`src/rtl/wb_arb_pkg.sv`:
```
// -----------------------------------------------------------------------------
// wb_arb_pkg
// Shared definitions for the two-master Wishbone arbiter: FSM state encoding,
// master identifiers, the data word returned on a timeout abort, and a helper
// that turns the FSM state into the one-hot grant vector.
// Ports: none (package).
// -----------------------------------------------------------------------------
package wb_arb_pkg;

   // State codes double as the one-hot grant value of the owning master.
   typedef enum logic [1:0] {
      ST_IDLE = 2'b00,
      ST_OWN0 = 2'b01,
      ST_OWN1 = 2'b10
   } arb_state_t;

   localparam logic M0_ID = 1'b0;   // instruction fetch master (ibus)
   localparam logic M1_ID = 1'b1;   // load/store master (dbus)

   localparam logic [31:0] ARB_ERR_DATA = 32'hDEAD_BEEF;

   function automatic logic [1:0] state_to_grant(input arb_state_t st);
      logic [1:0] g;
      case (st)
         ST_OWN0: g = 2'b01;
         ST_OWN1: g = 2'b10;
         default: g = 2'b00;
      endcase
      return g;
   endfunction

endpackage

```
`src/rtl/wb_master_arbiter_if.sv`:
```
// -----------------------------------------------------------------------------
// wb_master_arbiter_if
// Wishbone classic bus bundle used on both sides of the arbiter.
// Modports:
//   master : drives cyc/stb/we/addr/wdata/sel, receives rdata/ack/err
//   slave  : receives cyc/stb/we/addr/wdata/sel, drives rdata/ack/err
// The arbiter faces each CPU master with the slave modport and the bus
// decoder with the master modport.
// -----------------------------------------------------------------------------
interface wb_master_arbiter_if #(
   parameter int ADDR_W = 32,
   parameter int DATA_W = 32,
   parameter int SEL_W  = 4
);
   logic              cyc;
   logic              stb;
   logic              we;
   logic [ADDR_W-1:0] addr;
   logic [DATA_W-1:0] wdata;
   logic [SEL_W-1:0]  sel;
   logic [DATA_W-1:0] rdata;
   logic              ack;
   logic              err;

   modport master (
      output cyc, stb, we, addr, wdata, sel,
      input  rdata, ack, err
   );

   modport slave (
      input  cyc, stb, we, addr, wdata, sel,
      output rdata, ack, err
   );
endinterface

```
`src/rtl/wb_arb_timeout.sv`:
```
// -----------------------------------------------------------------------------
// wb_arb_timeout
// Stall counter for the arbiter's bus-ownership timeout. Only instantiated
// when WB_ARB_TIMEOUT_EN is defined.
// Ports:
//   clk      in  system clock
//   rst      in  asynchronous active-low reset
//   i_clr    in  clear the counter (held while the arbiter is idle)
//   i_en     in  count one owned cycle without slave acknowledge
//   o_expire out counter has reached TIMEOUT_CYC
// -----------------------------------------------------------------------------
module wb_arb_timeout
   import wb_arb_pkg::*;
#(
   parameter int TIMEOUT_CYC = 255
) (
   input  logic clk,
   input  logic rst,
   input  logic i_clr,
   input  logic i_en,
   output logic o_expire
);
   localparam int CNT_W = (TIMEOUT_CYC < 2) ? 1 : $clog2(TIMEOUT_CYC + 1);

   logic [CNT_W-1:0] r_cnt;

   assign o_expire = (r_cnt == CNT_W'(TIMEOUT_CYC));

   // Stall counter: saturates at the limit until the owner is released.
   always_ff @(posedge clk or negedge rst) begin
      if (!rst) begin
         r_cnt <= '0;
      end else if (i_clr) begin
         r_cnt <= '0;
      end else if (i_en && !o_expire) begin
         r_cnt <= r_cnt + CNT_W'(1);
      end else begin
         r_cnt <= r_cnt;
      end
   end

endmodule

```
`src/rtl/wb_master_arbiter.sv`:
```
// -----------------------------------------------------------------------------
// wb_master_arbiter
// Two-master round-robin Wishbone arbiter in front of the bus decoder.
// m0 = instruction fetch, m1 = load/store. The grant is taken in IDLE and held
// until the slave acknowledges, the owner drops cyc, or (optionally) the
// ownership timeout fires. Every grant is followed by one IDLE cycle.
// Optional feature: define WB_ARB_TIMEOUT_EN to abort a transfer after
// TIMEOUT_CYC owned cycles without ack (owner gets ack+err, rdata DEADBEEF).
// Ports:
//   clk          in   system clock
//   rst          in   asynchronous active-low reset
//   m0, m1       if   CPU masters (slave modport of wb_master_arbiter_if)
//   s            if   shared port to the bus decoder (master modport)
//   grant        out  one-hot owner, 2'b00 when idle
//   timeout_flag out  sticky, set by any timeout since reset
// -----------------------------------------------------------------------------
module wb_master_arbiter
   import wb_arb_pkg::*;
#(
   parameter int ADDR_W      = 32,
   parameter int DATA_W      = 32,
   parameter int SEL_W       = 4,
   parameter int TIMEOUT_CYC = 255
) (
   input  logic                clk,
   input  logic                rst,
   wb_master_arbiter_if.slave  m0,
   wb_master_arbiter_if.slave  m1,
   wb_master_arbiter_if.master s,
   output logic [1:0]          grant,
   output logic                timeout_flag
);
   arb_state_t        r_state;
   arb_state_t        w_next_state;
   logic              r_last;
   logic              w_next_last;
   logic              r_timeout_flag;
   logic              w_set_flag;
   logic              w_req0;
   logic              w_req1;
   logic              w_owner_id;
   logic              w_expire;

   logic              w_own_cyc;
   logic              w_own_stb;
   logic              w_own_we;
   logic [ADDR_W-1:0] w_own_addr;
   logic [DATA_W-1:0] w_own_wdata;
   logic [SEL_W-1:0]  w_own_sel;
   logic              w_own_ack;
   logic              w_own_err;
   logic [DATA_W-1:0] w_own_rdata;

   // The decoder never reports errors on this port.
   logic              w_unused_s_err;
   assign w_unused_s_err = s.err;

   assign w_req0       = m0.cyc & m0.stb;
   assign w_req1       = m1.cyc & m1.stb;
   assign w_owner_id   = (r_state == ST_OWN1) ? M1_ID : M0_ID;
   assign grant        = state_to_grant(r_state);
   assign timeout_flag = r_timeout_flag;

`ifdef WB_ARB_TIMEOUT_EN
   logic w_owned;
   logic w_cnt_clr;
   logic w_cnt_en;

   assign w_owned   = (r_state == ST_OWN0) || (r_state == ST_OWN1);
   assign w_cnt_clr = (r_state == ST_IDLE);
   assign w_cnt_en  = w_owned & ~s.ack;

   wb_arb_timeout #(
      .TIMEOUT_CYC (TIMEOUT_CYC)
   ) u_timeout (
      .clk      (clk),
      .rst      (rst),
      .i_clr    (w_cnt_clr),
      .i_en     (w_cnt_en),
      .o_expire (w_expire)
   );
`else
   logic [31:0] w_unused_timeout_cyc;
   assign w_unused_timeout_cyc = 32'(TIMEOUT_CYC);
   assign w_expire             = 1'b0;
`endif

   // Owner view: the granted master's request signals, all zero when idle.
   always_comb begin
      w_own_cyc   = 1'b0;
      w_own_stb   = 1'b0;
      w_own_we    = 1'b0;
      w_own_addr  = '0;
      w_own_wdata = '0;
      w_own_sel   = '0;
      if (r_state == ST_OWN0) begin
         w_own_cyc   = m0.cyc;
         w_own_stb   = m0.stb;
         w_own_we    = m0.we;
         w_own_addr  = m0.addr;
         w_own_wdata = m0.wdata;
         w_own_sel   = m0.sel;
      end else if (r_state == ST_OWN1) begin
         w_own_cyc   = m1.cyc;
         w_own_stb   = m1.stb;
         w_own_we    = m1.we;
         w_own_addr  = m1.addr;
         w_own_wdata = m1.wdata;
         w_own_sel   = m1.sel;
      end else begin
         w_own_cyc   = 1'b0;
      end
   end

   // Next-state, round-robin pointer update and shared-port drive.
   always_comb begin
      w_next_state = r_state;
      w_next_last  = r_last;
      w_set_flag   = 1'b0;
      w_own_ack    = 1'b0;
      w_own_err    = 1'b0;
      w_own_rdata  = s.rdata;
      s.cyc        = 1'b0;
      s.stb        = 1'b0;
      s.we         = 1'b0;
      s.addr       = '0;
      s.wdata      = '0;
      s.sel        = '0;
      case (r_state)
         ST_IDLE: begin
            // A stray s_ack here is simply not forwarded.
            if (w_req0 && w_req1) begin
               w_next_state = (r_last == M1_ID) ? ST_OWN0 : ST_OWN1;
            end else if (w_req0) begin
               w_next_state = ST_OWN0;
            end else if (w_req1) begin
               w_next_state = ST_OWN1;
            end else begin
               w_next_state = ST_IDLE;
            end
         end
         ST_OWN0, ST_OWN1: begin
            s.cyc   = w_own_cyc;
            s.stb   = w_own_stb;
            s.we    = w_own_we;
            s.addr  = w_own_addr;
            s.wdata = w_own_wdata;
            s.sel   = w_own_sel;
            if (!w_own_cyc) begin
               // Owner abandoned the cycle: release without any ack.
               w_next_state = ST_IDLE;
               w_next_last  = w_owner_id;
            end else if (s.ack) begin
               w_own_ack    = 1'b1;
               w_next_state = ST_IDLE;
               w_next_last  = w_owner_id;
            end else if (w_expire) begin
               // Cut the slave off and complete the owner with an error.
               s.cyc        = 1'b0;
               s.stb        = 1'b0;
               w_own_ack    = 1'b1;
               w_own_err    = 1'b1;
               w_own_rdata  = DATA_W'(ARB_ERR_DATA);
               w_set_flag   = 1'b1;
               w_next_state = ST_IDLE;
               w_next_last  = w_owner_id;
            end else begin
               w_next_state = r_state;
            end
         end
         default: begin
            w_next_state = ST_IDLE;
         end
      endcase
   end

   // Return path: only the current owner sees ack, err and read data.
   always_comb begin
      m0.ack   = 1'b0;
      m0.err   = 1'b0;
      m0.rdata = '0;
      m1.ack   = 1'b0;
      m1.err   = 1'b0;
      m1.rdata = '0;
      if (r_state == ST_OWN0) begin
         m0.ack   = w_own_ack;
         m0.err   = w_own_err;
         m0.rdata = w_own_rdata;
      end else if (r_state == ST_OWN1) begin
         m1.ack   = w_own_ack;
         m1.err   = w_own_err;
         m1.rdata = w_own_rdata;
      end else begin
         m0.ack   = 1'b0;
      end
   end

   // State, round-robin pointer and sticky timeout flag registers.
   always_ff @(posedge clk or negedge rst) begin
      if (!rst) begin
         r_state        <= ST_IDLE;
         r_last         <= M1_ID;
         r_timeout_flag <= 1'b0;
      end else begin
         r_state        <= w_next_state;
         r_last         <= w_next_last;
         r_timeout_flag <= r_timeout_flag | w_set_flag;
      end
   end

endmodule

```
`src/flat_wrapper.sv`:
```
// flat-port wrapper written by rule: the top's interface ports become plain ports
module wb_master_arbiter_flat import wb_arb_pkg::*;
#(
   parameter int ADDR_W      = 32,
   parameter int DATA_W      = 32,
   parameter int SEL_W       = 4,
   parameter int TIMEOUT_CYC = 255
)
  (clk, rst, grant, timeout_flag, m0_cyc, m0_stb, m0_we, m0_addr, m0_wdata, m0_sel, m0_rdata, m0_ack, m0_err, m1_cyc, m1_stb, m1_we, m1_addr, m1_wdata, m1_sel, m1_rdata, m1_ack, m1_err, s_cyc, s_stb, s_we, s_addr, s_wdata, s_sel, s_rdata, s_ack, s_err);
  wb_master_arbiter_if #(.ADDR_W(ADDR_W), .DATA_W(DATA_W), .SEL_W(SEL_W)) m0_i ();
  wb_master_arbiter_if #(.ADDR_W(ADDR_W), .DATA_W(DATA_W), .SEL_W(SEL_W)) m1_i ();
  wb_master_arbiter_if #(.ADDR_W(ADDR_W), .DATA_W(DATA_W), .SEL_W(SEL_W)) s_i ();
  input  logic clk;
  input  logic rst;
  output logic [1:0] grant;
  output logic timeout_flag;
  input wire logic [$bits(m0_i.cyc)-1:0] m0_cyc;
  input wire logic [$bits(m0_i.stb)-1:0] m0_stb;
  input wire logic [$bits(m0_i.we)-1:0] m0_we;
  input wire logic [$bits(m0_i.addr)-1:0] m0_addr;
  input wire logic [$bits(m0_i.wdata)-1:0] m0_wdata;
  input wire logic [$bits(m0_i.sel)-1:0] m0_sel;
  output wire logic [$bits(m0_i.rdata)-1:0] m0_rdata;
  output wire logic [$bits(m0_i.ack)-1:0] m0_ack;
  output wire logic [$bits(m0_i.err)-1:0] m0_err;
  input wire logic [$bits(m1_i.cyc)-1:0] m1_cyc;
  input wire logic [$bits(m1_i.stb)-1:0] m1_stb;
  input wire logic [$bits(m1_i.we)-1:0] m1_we;
  input wire logic [$bits(m1_i.addr)-1:0] m1_addr;
  input wire logic [$bits(m1_i.wdata)-1:0] m1_wdata;
  input wire logic [$bits(m1_i.sel)-1:0] m1_sel;
  output wire logic [$bits(m1_i.rdata)-1:0] m1_rdata;
  output wire logic [$bits(m1_i.ack)-1:0] m1_ack;
  output wire logic [$bits(m1_i.err)-1:0] m1_err;
  output wire logic [$bits(s_i.cyc)-1:0] s_cyc;
  output wire logic [$bits(s_i.stb)-1:0] s_stb;
  output wire logic [$bits(s_i.we)-1:0] s_we;
  output wire logic [$bits(s_i.addr)-1:0] s_addr;
  output wire logic [$bits(s_i.wdata)-1:0] s_wdata;
  output wire logic [$bits(s_i.sel)-1:0] s_sel;
  input wire logic [$bits(s_i.rdata)-1:0] s_rdata;
  input wire logic [$bits(s_i.ack)-1:0] s_ack;
  input wire logic [$bits(s_i.err)-1:0] s_err;
  assign m0_i.cyc = m0_cyc;
  assign m0_i.stb = m0_stb;
  assign m0_i.we = m0_we;
  assign m0_i.addr = m0_addr;
  assign m0_i.wdata = m0_wdata;
  assign m0_i.sel = m0_sel;
  assign m0_rdata = m0_i.rdata;
  assign m0_ack = m0_i.ack;
  assign m0_err = m0_i.err;
  assign m1_i.cyc = m1_cyc;
  assign m1_i.stb = m1_stb;
  assign m1_i.we = m1_we;
  assign m1_i.addr = m1_addr;
  assign m1_i.wdata = m1_wdata;
  assign m1_i.sel = m1_sel;
  assign m1_rdata = m1_i.rdata;
  assign m1_ack = m1_i.ack;
  assign m1_err = m1_i.err;
  assign s_cyc = s_i.cyc;
  assign s_stb = s_i.stb;
  assign s_we = s_i.we;
  assign s_addr = s_i.addr;
  assign s_wdata = s_i.wdata;
  assign s_sel = s_i.sel;
  assign s_i.rdata = s_rdata;
  assign s_i.ack = s_ack;
  assign s_i.err = s_err;
  wb_master_arbiter #(.ADDR_W(ADDR_W), .DATA_W(DATA_W), .SEL_W(SEL_W), .TIMEOUT_CYC(TIMEOUT_CYC)) u_core (.clk(clk), .rst(rst), .m0(m0_i), .m1(m1_i), .s(s_i), .grant(grant), .timeout_flag(timeout_flag));
endmodule
```
`config.mk`:
```
export PLATFORM = sky130hd
export DESIGN_NAME = wb_master_arbiter_flat
export DESIGN_NICKNAME = d
export VERILOG_FILES = /design/src/rtl/wb_arb_pkg.sv /design/src/rtl/wb_master_arbiter_if.sv /design/src/rtl/wb_arb_timeout.sv /design/src/rtl/wb_master_arbiter.sv /design/src/flat_wrapper.sv
export SDC_FILE = /design/constraint.sdc
export NUM_CORES = 1
export LEC_CHECK = 0
export BUFFER_PORTS_ARGS = -buffer_cell sky130_fd_sc_hd__clkbuf_2
export CAP_MARGIN = 20
export CORE_AREA = 5 5 123 125
export CTS_CLUSTER_DIAMETER = 100
export CTS_CLUSTER_SIZE = 40
export DETAILED_ROUTE_END_ITERATION = 8
export DIE_AREA = 0 0 128 130
export HOLD_SLACK_MARGIN = 0.05
export SLEW_MARGIN = 15
export SYNTH_ARGS = -nofsm -noshare
export SYNTH_HDL_FRONTEND = slang
export SYNTH_SLANG_ARGS = --single-unit
```
`constraint.sdc`:
```
create_clock -name clk -period 3.62 [get_ports clk]
set_clock_uncertainty 0.1 [all_clocks]
set_input_delay 0.362 -clock clk [delete_from_list [all_inputs] [get_ports clk]]
set_output_delay 0.362 -clock clk [all_outputs]
set_load 0.01 [all_outputs]
```
==> results.md <==
* Status: completed
* Int Pwr at 414 uW
* Vias per cell at ~4.0
* Final Setup Violations at 0
* PortBufs at 315
* Starting density of the core at 16.4%
* Mean routed wirelength per cell at roughly 12 um
* Worst path arrival time at 2.12 ns
* Die Width at 128 um
* Crit. End Element: output pin
* Sequential area share after synthesis at about 3.4%
* Mapped Area at ~2300 um2
* CP startpoint kind: flop
* Crit-path max FO at 56
* Crit path required time at 3.16 ns
* Share of flip-flops with an asynchronous set or reset at 100%
* Areal power density over the cells at ~190 nW/um2
* Vias at between 3k and 4k
* Core area at 13800 um2
* Placer Congestion at 0.751
* Post-synth EDFFs at 0
* First-pass GRT wire length at 15700 um
* Overall routed net length at about 11000 um
* Clk buf depth at 2
* Yosys top cell area share at 36.0%
* Ant. Diodes at 0
* Dominant cell type by area after synthesis: and2_1
* Peak VDD IR at 0.0836 mV
* Area grow syn2layout at 76.1%
* Initial antenna violation count at 0
* Cells after Synth at 410
* Clk Latency, worst-skew pair at 0.22 ns
* Combinational Power Share at between 60% and 70%
* Hold_sp: m1_stb
* Final setup TNS at 0 ns
* Most frequent cells after synthesis: nand2_1, and2_1, o21ai_0
* Num ports at 320
* Share of cells above drive strength 1 at 47.8%
* Leakage at ~2.2 nW
* CTS buffer count at 3
* Site row count at 43
* Max Slew Vio Count at 0
* Remaining antenna violation count at 0
* Htree depth at 1
* Total track usage at 11.4%
* Clock sink count at 3
* Vias in the first global route at 3217
* Post-route DRC at 0
* Period minus WS final at around 2.6 ns
* Net switching share of the total power at 44.1%
* Die ar. at 16600 um2
* Syn Area/Cell at 5.51 um2
* Cell with the most instances after synthesis: nand2_1
* Setup crit start: u_core.r_state[1]
* Root Driver: clkbuf_16
* Yosys reg bits at 3
* Maxcap violations at 0
* Chip height at 130 um
* Final core occ at 28.9%
* CTS tree: yes
* Unrepaired setup endpoints after global routing: no
* # nets final at 879
* Drt first pass iters at 4
* Library cells used by synthesis at 28
* Largest net degree at the start of global routing at 95
* Power share of the sequential group at under 10%
* Final worst-path cycle share at between 70 and 80%
* FMAX at 387 MHz
* GRT overflow at 0
* Syn. warnings at 0
* Crit Path Category: reg -> out
* Clk slew on worst S/H paths at 0.03 ns
* Clock share of power at between 20% and 30%
* Initial drt markers at 119
* Dominant cells by area after synthesis: and2_1, nand2_1, o21ai_0
* Dpl hpwl at 9110 um
* FF-to-FF Start: u_core.r_state[0]
* Final Hold Viols at 0
* Min-Delay Path Class: in -> reg
* Net Sw Power at 326 uW
* Top FF cell, synth: dfrtp_1
## stage by stage
stage / power (mW) / area (um2) / instances / hold WS [ns] / setup slack (ns)
global route: 0.819 / 3980 / 876 / 0.375 / 0.856
CTS: 0.757 / 3980 / 876 / 0.351 / 0.966
floorplan: 0.357 / 2270 / 412 / -0.0336 / 1.71
global placement: 0.574 / 3890 / 871 / 0.0581 / 1.21
detailed placement: 0.577 / 3890 / 871 / 0.0592 / 1.21
finish: 0.740 / 3980 / 876 / 0.334 / 1.04
## worst max-delay path, cell delays in order, from the launching register on
cell	delay (ns)
dfrtp_1	0.37
inv_1	0.11
ha_2	0.59
buf_4	0.46
and2_1	0.19
clkbuf_2	0.14
## state kept, by name (all words and copies together) (netlist names)
signal          flops
u_core.r_last       1
u_core.r_state      2
## layer usage
| metal | up-vias | part of all wire (%) | GRT usage, % |
|---|---|---|---|
| li1 | 1852 | - | - |
| met1 | 1429 | 37 | 12.9 |
| met2 | 181 | 51 | 21.6 |
| met3 | 6 | 11 | 3.19 |
| met4 | 0 | 0.61 | 1.87 |
| met5 | - | 0 | 0 |
## power groups by stage
stage,sequential [mW],combinational (mW),clock (mW)
floorplan,0.0481,0.309,0
global placement,0.0506,0.523,0
detailed placement,0.0506,0.526,0
CTS,0.0503,0.529,0.178
global route,0.0520,0.583,0.183
finish,0.0506,0.516,0.174
## what timing repair did
| item | 4_1_cts | 5_1_grt |
|---|---|---|
| setup buffers | 0 | 0 |
| hold endpoints to repair | 3 | 0 |
| hold buffers | 1 | 0 |
| gates resized for setup | 0 | 0 |
## kinds of logic (layout without fill, tap and decap cells)
group                      Yosys count  after routing  share of synthesized area [%]
adders and majority gates            4              4                           2.21
other                                1              3                          0.166
muxes                                2              2                          0.886
and+or+nand+nor                    280            280                           63.2
DFF                                  3              3                           3.38
buffers and inverters               45            329                           11.8
AOI/OAI and AO/OA                   75             75                           18.3
## worst paths after layout
check / slack (ns) / end / cells past startpoint
max: 1.04 / s_wdata[18] / 5
min: 0.33 / u_core.r_state[1] / 3
max reg2reg: 1.75 / u_core.r_state[0] / 6
min reg2reg: 0.53 / u_core.r_last / 3
max in group asynchronous: 2.86 / u_core.r_last / 2
min in group asynchronous: 0.37 / u_core.r_state[0] / 2
## area by class of cell
cell class / instances / area (um2)
multi-input combinational: 364 / 1940
inverter: 3 / 11.3
clock buffer: 4 / 78.8
timing repair buffer: 322 / 1640
tap: 180 / 225
sequential: 3 / 76.3
fill: 1560 / 9790
## cells in the final DEF, fill, tap and decap left out
master         netlist  final
ha_1                 4      1
conb_1               1      3
nand4b_2             1      1
nand4_1              1      1
clkbuf_1            15      1
dfrtp_1              2      2
mux2i_1              2      2
clkbuf_16            0      3
ha_4                 0      1
nand3_1              2      2
clkbuf_2             4    315
a22oi_1              4      4
and3_1               2      2
nand3b_1             1      1
and2_1             130    130
a21oi_4              1      1
nand2_1            137    137
ha_2                 0      2
o2111ai_1            1      1
buf_4                7      5
nor2b_1              5      4
o21ai_0             66     66
dlygate4sd3_1        0      1
o21a_1               1      1
a211o_1              1      1
nor2b_2              0      1
dfstp_2              1      1
buf_12               0      1
inv_1                3      3
nand3_4              1      1
o211ai_2             1      1
No activity file was read; power rests on OpenSTA's default activity.
